### src/rtl/piece_cell_probe.sv
// piece_cell_probe
//   Sequential current-piece cell calculator. A request (piece, pos_x, pos_y,
//   rot) is latched, the four board cell indices and the bounding box size are
//   computed, bounds are checked, and every in-bounds cell is read from the
//   board RAM to detect a collision.
//
// Ports
//   clk, rst_n                 clock, synchronous active-low reset
//   req_valid / req_ready      request handshake (req_ready only in IDLE)
//   piece, pos_x, pos_y, rot   request payload
//   brd_rd_en / brd_rd_addr    board read strobe and cell index
//   brd_rd_data                board read data, one cycle after brd_rd_en
//   resp_valid / resp_ready    response handshake (response held until taken)
//   blk_1..blk_4               cell indices, ERR_BLK_POS when off the board
//   width, height              bounding box size
//   in_bounds                  all four cells on the board
//   collide                    any cell occupied (meaningful when in_bounds=1)

`ifndef BITS_PER_BLOCK
`define BITS_PER_BLOCK 3
`endif
`ifndef EMPTY_BLOCK
`define EMPTY_BLOCK 3'd0
`endif
`ifndef I_BLOCK
`define I_BLOCK 3'd1
`endif
`ifndef O_BLOCK
`define O_BLOCK 3'd2
`endif
`ifndef T_BLOCK
`define T_BLOCK 3'd3
`endif
`ifndef S_BLOCK
`define S_BLOCK 3'd4
`endif
`ifndef Z_BLOCK
`define Z_BLOCK 3'd5
`endif
`ifndef J_BLOCK
`define J_BLOCK 3'd6
`endif
`ifndef L_BLOCK
`define L_BLOCK 3'd7
`endif
`ifndef ERR_BLK_POS
`define ERR_BLK_POS 8'd255
`endif

module piece_cell_probe #(
  parameter int BLOCKS_WIDE = 10,
  parameter int BLOCKS_HIGH = 20,
  parameter int X_W         = 4,
  parameter int Y_W         = 5,
  parameter int IDX_W       = 8
) (
  input  logic                       clk,
  input  logic                       rst_n,
  input  logic                       req_valid,
  output logic                       req_ready,
  input  logic [`BITS_PER_BLOCK-1:0] piece,
  input  logic [X_W-1:0]             pos_x,
  input  logic [Y_W-1:0]             pos_y,
  input  logic [1:0]                 rot,
  output logic                       brd_rd_en,
  output logic [IDX_W-1:0]           brd_rd_addr,
  input  logic                       brd_rd_data,
  output logic                       resp_valid,
  input  logic                       resp_ready,
  output logic [IDX_W-1:0]           blk_1,
  output logic [IDX_W-1:0]           blk_2,
  output logic [IDX_W-1:0]           blk_3,
  output logic [IDX_W-1:0]           blk_4,
  output logic [2:0]                 width,
  output logic [2:0]                 height,
  output logic                       in_bounds,
  output logic                       collide
);

  localparam int XE = X_W + 2;
  localparam int YE = Y_W + 2;
  localparam logic [IDX_W-1:0] ERR = IDX_W'(`ERR_BLK_POS);

  typedef enum logic [2:0] {
    S_IDLE, S_CALC, S_RD0, S_RD1, S_RD2, S_RD3, S_LAST, S_DONE
  } state_t;

  state_t state, state_nx;

  logic [`BITS_PER_BLOCK-1:0] piece_q;
  logic [X_W-1:0]             x_q;
  logic [Y_W-1:0]             y_q;
  logic [1:0]                 rot_q;

  // Shape decode: per cell {dx[1:0], dy[1:0]}, blk_1 in the top nibble.
  logic [15:0] shp;
  logic [2:0]  sw, sh;
  logic        known;

  logic [XE-1:0]    cx   [4];
  logic [YE-1:0]    cy   [4];
  logic [IDX_W-1:0] cidx [4];
  logic             all_in;

  assign req_ready = (state == S_IDLE) && rst_n;

  // Offset table and bounding box for the latched piece/rotation
  always_comb begin
    shp   = 16'd0;
    sw    = 3'd0;
    sh    = 3'd0;
    known = 1'b1;
    case (piece_q)
      `I_BLOCK: begin
        if (rot_q[0]) begin
          shp = {2'd0,2'd0, 2'd1,2'd0, 2'd2,2'd0, 2'd3,2'd0}; sw = 3'd4; sh = 3'd1;
        end else begin
          shp = {2'd0,2'd0, 2'd0,2'd1, 2'd0,2'd2, 2'd0,2'd3}; sw = 3'd1; sh = 3'd4;
        end
      end
      `O_BLOCK: begin
        shp = {2'd0,2'd0, 2'd1,2'd0, 2'd0,2'd1, 2'd1,2'd1}; sw = 3'd2; sh = 3'd2;
      end
      `T_BLOCK: begin
        case (rot_q)
          2'd0:    begin shp = {2'd1,2'd0, 2'd0,2'd1, 2'd1,2'd1, 2'd2,2'd1}; sw = 3'd3; sh = 3'd2; end
          2'd1:    begin shp = {2'd0,2'd0, 2'd0,2'd1, 2'd0,2'd2, 2'd1,2'd1}; sw = 3'd2; sh = 3'd3; end
          2'd2:    begin shp = {2'd0,2'd0, 2'd1,2'd0, 2'd2,2'd0, 2'd1,2'd1}; sw = 3'd3; sh = 3'd2; end
          default: begin shp = {2'd1,2'd0, 2'd1,2'd1, 2'd1,2'd2, 2'd0,2'd1}; sw = 3'd2; sh = 3'd3; end
        endcase
      end
      `S_BLOCK: begin
        if (rot_q[0]) begin
          shp = {2'd0,2'd0, 2'd0,2'd1, 2'd1,2'd1, 2'd1,2'd2}; sw = 3'd2; sh = 3'd3;
        end else begin
          shp = {2'd1,2'd0, 2'd2,2'd0, 2'd0,2'd1, 2'd1,2'd1}; sw = 3'd3; sh = 3'd2;
        end
      end
      `Z_BLOCK: begin
        if (rot_q[0]) begin
          shp = {2'd1,2'd0, 2'd0,2'd1, 2'd0,2'd2, 2'd1,2'd1}; sw = 3'd2; sh = 3'd3;
        end else begin
          shp = {2'd0,2'd0, 2'd1,2'd0, 2'd1,2'd1, 2'd2,2'd1}; sw = 3'd3; sh = 3'd2;
        end
      end
      `J_BLOCK: begin
        case (rot_q)
          2'd0:    begin shp = {2'd1,2'd0, 2'd1,2'd1, 2'd1,2'd2, 2'd0,2'd2}; sw = 3'd2; sh = 3'd3; end
          2'd1:    begin shp = {2'd0,2'd0, 2'd0,2'd1, 2'd1,2'd1, 2'd2,2'd1}; sw = 3'd3; sh = 3'd2; end
          2'd2:    begin shp = {2'd0,2'd0, 2'd0,2'd1, 2'd0,2'd2, 2'd1,2'd0}; sw = 3'd2; sh = 3'd3; end
          default: begin shp = {2'd0,2'd0, 2'd1,2'd0, 2'd2,2'd0, 2'd2,2'd1}; sw = 3'd3; sh = 3'd2; end
        endcase
      end
      `L_BLOCK: begin
        case (rot_q)
          2'd0:    begin shp = {2'd0,2'd0, 2'd0,2'd1, 2'd0,2'd2, 2'd1,2'd2}; sw = 3'd2; sh = 3'd3; end
          2'd1:    begin shp = {2'd0,2'd1, 2'd0,2'd0, 2'd1,2'd0, 2'd2,2'd0}; sw = 3'd3; sh = 3'd2; end
          2'd2:    begin shp = {2'd1,2'd0, 2'd1,2'd1, 2'd1,2'd2, 2'd0,2'd0}; sw = 3'd2; sh = 3'd3; end
          default: begin shp = {2'd0,2'd1, 2'd1,2'd1, 2'd2,2'd1, 2'd2,2'd0}; sw = 3'd3; sh = 3'd2; end
        endcase
      end
      default: known = 1'b0;  // EMPTY and any unassigned code
    endcase
  end

  // Cell coordinates widened by two bits so pos+offset never wraps
  always_comb begin
    all_in = 1'b1;
    for (int k = 0; k < 4; k++) begin
      cx[k] = {2'b00, x_q} + XE'(shp[4*(3-k)+3 -: 2]);
      cy[k] = {2'b00, y_q} + YE'(shp[4*(3-k)+1 -: 2]);
      if ((cx[k] >= XE'(BLOCKS_WIDE)) || (cy[k] >= YE'(BLOCKS_HIGH))) begin
        cidx[k] = ERR;
        all_in  = 1'b0;
      end else begin
        cidx[k] = IDX_W'(cy[k]) * IDX_W'(BLOCKS_WIDE) + IDX_W'(cx[k]);
      end
    end
  end

  // State register
  always_ff @(posedge clk) begin
    if (!rst_n) begin
      state <= S_IDLE;
    end else begin
      state <= state_nx;
    end
  end

  // Next-state logic
  always_comb begin
    state_nx = state;
    case (state)
      S_IDLE: begin
        if (req_valid) state_nx = S_CALC;
        else           state_nx = S_IDLE;
      end
      S_CALC: begin
        if (known && all_in) state_nx = S_RD0;
        else                 state_nx = S_DONE;
      end
      S_RD0:  state_nx = S_RD1;
      S_RD1:  state_nx = S_RD2;
      S_RD2:  state_nx = S_RD3;
      S_RD3:  state_nx = S_LAST;
      S_LAST: state_nx = S_DONE;
      S_DONE: begin
        if (resp_ready) state_nx = S_IDLE;
        else            state_nx = S_DONE;
      end
      default: state_nx = S_IDLE;
    endcase
  end

  // Request latch, result registers, read strobe and response valid
  always_ff @(posedge clk) begin
    if (!rst_n) begin
      piece_q     <= `BITS_PER_BLOCK'(0);
      x_q         <= {X_W{1'b0}};
      y_q         <= {Y_W{1'b0}};
      rot_q       <= 2'd0;
      blk_1       <= ERR;
      blk_2       <= ERR;
      blk_3       <= ERR;
      blk_4       <= ERR;
      width       <= 3'd0;
      height      <= 3'd0;
      in_bounds   <= 1'b0;
      collide     <= 1'b0;
      brd_rd_en   <= 1'b0;
      brd_rd_addr <= {IDX_W{1'b0}};
      resp_valid  <= 1'b0;
    end else begin
      if (state == S_IDLE && req_valid) begin
        piece_q <= piece;
        x_q     <= pos_x;
        y_q     <= pos_y;
        rot_q   <= rot;
      end

      if (state == S_CALC) begin
        collide <= 1'b0;
        if (known) begin
          blk_1     <= cidx[0];
          blk_2     <= cidx[1];
          blk_3     <= cidx[2];
          blk_4     <= cidx[3];
          width     <= sw;
          height    <= sh;
          in_bounds <= all_in;
        end else begin
          blk_1     <= ERR;
          blk_2     <= ERR;
          blk_3     <= ERR;
          blk_4     <= ERR;
          width     <= 3'd0;
          height    <= 3'd0;
          in_bounds <= 1'b1;
        end
      end else if (state == S_RD1 || state == S_RD2 || state == S_RD3 || state == S_LAST) begin
        // Each of these states sees the data of the read issued one cycle earlier.
        collide <= collide | brd_rd_data;
      end

      // blk_1 is not registered yet when entering RD0, so use the live index.
      case (state_nx)
        S_RD0:   begin brd_rd_en <= 1'b1; brd_rd_addr <= cidx[0]; end
        S_RD1:   begin brd_rd_en <= 1'b1; brd_rd_addr <= blk_2;   end
        S_RD2:   begin brd_rd_en <= 1'b1; brd_rd_addr <= blk_3;   end
        S_RD3:   begin brd_rd_en <= 1'b1; brd_rd_addr <= blk_4;   end
        default: begin brd_rd_en <= 1'b0; brd_rd_addr <= {IDX_W{1'b0}}; end
      endcase

      resp_valid <= (state_nx == S_DONE);
    end
  end

endmodule

### config.mk
export PLATFORM = sky130hd
export DESIGN_NAME = piece_cell_probe
export DESIGN_NICKNAME = d
export VERILOG_FILES = /design/src/rtl/piece_cell_probe.sv
export SDC_FILE = /design/constraint.sdc
export NUM_CORES = 1
export LEC_CHECK = 0
export CAP_MARGIN = 30
export CORE_ASPECT_RATIO = 1.2
export CORE_UTILIZATION = 25
export CTS_BUF_LIST = sky130_fd_sc_hd__clkbuf_4 sky130_fd_sc_hd__clkbuf_8
export CTS_CLUSTER_DIAMETER = 80
export CTS_CLUSTER_SIZE = 20
export DETAILED_ROUTE_END_ITERATION = 7
export DONT_BUFFER_PORTS = 1
export PLACE_DENSITY_LB_ADDON = 0.2
export SYNTH_ARGS = -nofsm -noshare
export SYNTH_HDL_FRONTEND = slang
export SYNTH_SLANG_ARGS = --single-unit
### constraint.sdc
create_clock -name clk -period 5.35 [get_ports clk]
set_clock_uncertainty 0.05 [all_clocks]
set_input_delay 1.605 -clock clk [delete_from_list [all_inputs] [get_ports clk]]
set_output_delay 1.605 -clock clk [all_outputs]
set_load 0.05 [all_outputs]
==> impl_results.md <==
- Gpl congestion: 0.866
- Post-route ant nets: 0
- Ys Warns: 0
- Critical path's largest stage delay: 0.65 ns
- CTS sink cnt: 66
- Worst-case clock buffer depth: 2
- Peak supply drop: 0.113 mV
- Core ar.: 0.0204 mm^2
- Port Buffers: 0
- Clock root buffer: clkbuf_8
- Crit path max-delay cell type: dfxtp_1
- Latest clock arrival within the worst-skew pair: 0.36 ns
- Final setup fails: 0
- Largest delay share family, worst path: adder cells
- Crit-path cells: ha_1 -> nor2_1 -> nor3_1 -> ha_1 -> ha_1 -> nand3_1 -> xnor2_1 -> ha_1 -> fa_1 -> o21ai_0 -> nor2_1 -> o21ai_0 -> a221oi_1 -> xnor2_1 -> nor3b_1 -> o21a_1
- Commonest non-fill, non-tap cell in the layout: ha_1
- First-pass GRT wire length: 24200 um
- Total grt overflow: 0
- N_diodes: 0
- Hold Buf Count CTS: 0
- Post-detail-place hpwl: 12300 um
- Post-synth top flop: dfxtp_1
- CP Buf/Inv Count: 0
- Synth Instances: 616
- Row count: 57
- Hold WC Path Type: reg2reg
- Initial DRC Count: 249
- Seq cells post-synth: 66
- CP Launch Type: flop
- CTS clk-pin slew, worst paths: 0.08 ns
- Tot Pwr: 0.00179 W
- Via count: 4304
- WL per Instance: 17.7 um
- Critical Path RT: 5.61 ns
- I/O pin cnt: 70
- Die Height: 161 um
- Async SR Flop Fraction: 0
- Residual DRC: 0
- Max Fanout on Critical Path: 14
- Final period util: 0.891
- CTS tree: built
- H-tree depth: 3
- Slew of the pin with the lowest slew margin: 0.989 ns
- Syn nets: 716
- Synthesized cell area: 0.00524 mm^2
- Worst path most repeated cell: ha_1
- Post-cts sizing count: 0
- Post-synth EDFFs: 0
- Largest net degree at the start of global routing: 33
- Vias/cell: 4.94
- Setup crit end kind: flop
- Drt total wl: 15500 um
- Initial antenna violation count: 0
- DR pass1 iterations: 4
- Setup Crit Path Kind: reg2reg
- Distinct cells, synth: 53
- Die area: 0.0215 mm^2
- Normalized max-slew margin: 0.340
- Outcome: finished clean
- Chip Width: 134 um
- Final Hold Fails: 0
- Share of layout cells above drive strength 1: 0.0461
- R2R setup slack: 0.58 ns
- Starting density of the core: 0.257
- Syn avg cell area: 8.51 um^2
- Max-cap violations: 0
- Slew Viols, Final: 0
- Total global-route track usage: 0.147
- Fin crit period: 4.77 ns
- Postcts setup bufs: 0
- Leak: 2.43 nW
- Setup TNS: 0 ns
- Power Density: 316 mW/mm^2
- Vias in the first global route: 4278
- P&R area growth vs syn: 8.02%
- Commonest non-fill, non-tap cells in the layout: ha_1 (68), dfxtp_1 (66), nand2_1 (64), a21oi_1 (53), o21ai_0 (41)
- Final #Nets: 702
- WP data arrival: 5.03 ns
- CTS buffer count: 9
- Sequential area share after synthesis: 0.252
- RSZ-0062 raised after global routing: false
- FMAX: 210 MHz
-- synthesized netlist by cell type (5+ instances only) --
master	number	area [um^2]
ha_1	68	851
dfxtp_1	66	1320
nand2_1	64	240
a21oi_1	53	265
o21ai_0	41	205
xnor2_1	32	280
nor2_1	31	116
o22a_1	28	245
inv_1	23	86.3
clkbuf_1	20	75.1
xor2_1	17	149
nor2b_1	14	87.6
nor3_1	14	70.1
a21o_1	13	97.6
fa_1	13	260
mux2i_1	12	120
nand2b_1	12	75.1
nand3_1	12	60.1
o21a_1	8	60.1
nor3b_1	7	52.6
and3_1	5	31.3
buf_1	5	18.8
-- metal layers --
metal	wire [um]	vias up	global-route usage
met5	0	-	0
met2	7920	96	0.256
li1	-	2167	-
met3	812	17	0.0316
met1	6410	2024	0.175
met4	310	0	0.0567
-- cells by family after synthesis --
family | count (synthesis) | synth area share
adders and majority gates | 81 | 0.212
xor gates and xnor gates | 49 | 0.0819
AOI/OAI and AO/OA | 178 | 0.223
and+or+nand+nor | 173 | 0.162
buffers and inverters | 57 | 0.0461
DFF | 66 | 0.252
muxes | 12 | 0.0229
-- worst paths after layout --
check / start / end / cells after the start
hold reg to reg: rot_q[1] / rot_q[1] / 2
setup / recovery: rot_q[0] / brd_rd_addr[7] / 16
hold / removal: rot_q[1] / rot_q[1] / 2
setup reg to reg: rot_q[0] / brd_rd_addr[7] / 16
-- sequential cells by signal, indices dropped and copies added, names as in the netlist, 3 cells and up --
signal	flops
blk_4	8
piece_q	3
blk_2	8
state	3
width	3
blk_1	8
x_q	4
brd_rd_addr	8
y_q	5
blk_3	8
-- tightest hold or removal path: cells and delay by family (launching register included) --
family | cells | cell delay (ns)
compound gates | 1 | 0.06
flops | 1 | 0.36
simple gates | 1 | 0.08
-- power by group --
part           leakage, nW  switching [W]  internal [W]
Combinational         1.81       0.000382      0.000245
Sequential           0.538       0.000218      0.000547
Clock               0.0882       0.000219      0.000181
-- area by class of cell --
cell class	count	area [um^2]
Fill cell	2218	14700
Multi-Input combinational cell	493	3680
Sequential cell	66	1320
Tap cell	265	332
Clock buffer	10	138
Inverter	24	90.1
Timing Repair Buffer	8	60.1
Clock inverter	6	42.5
-- through the flow --
step	instance area, um^2	utilization	worst slack [ns]	instances	hold WS, ns
2_1_floorplan	5240	-	1.19	616	0.436
3_3_place_gp	5480	0.269	0.684	856	0.482
3_5_place_dp	5480	0.269	0.607	856	0.483
4_1_cts	5660	0.278	0.617	872	0.493
5_1_grt	5660	0.278	0.246	872	0.542
6_report	5660	0.278	0.583	872	0.488
(Power assumes the default switching activity.)
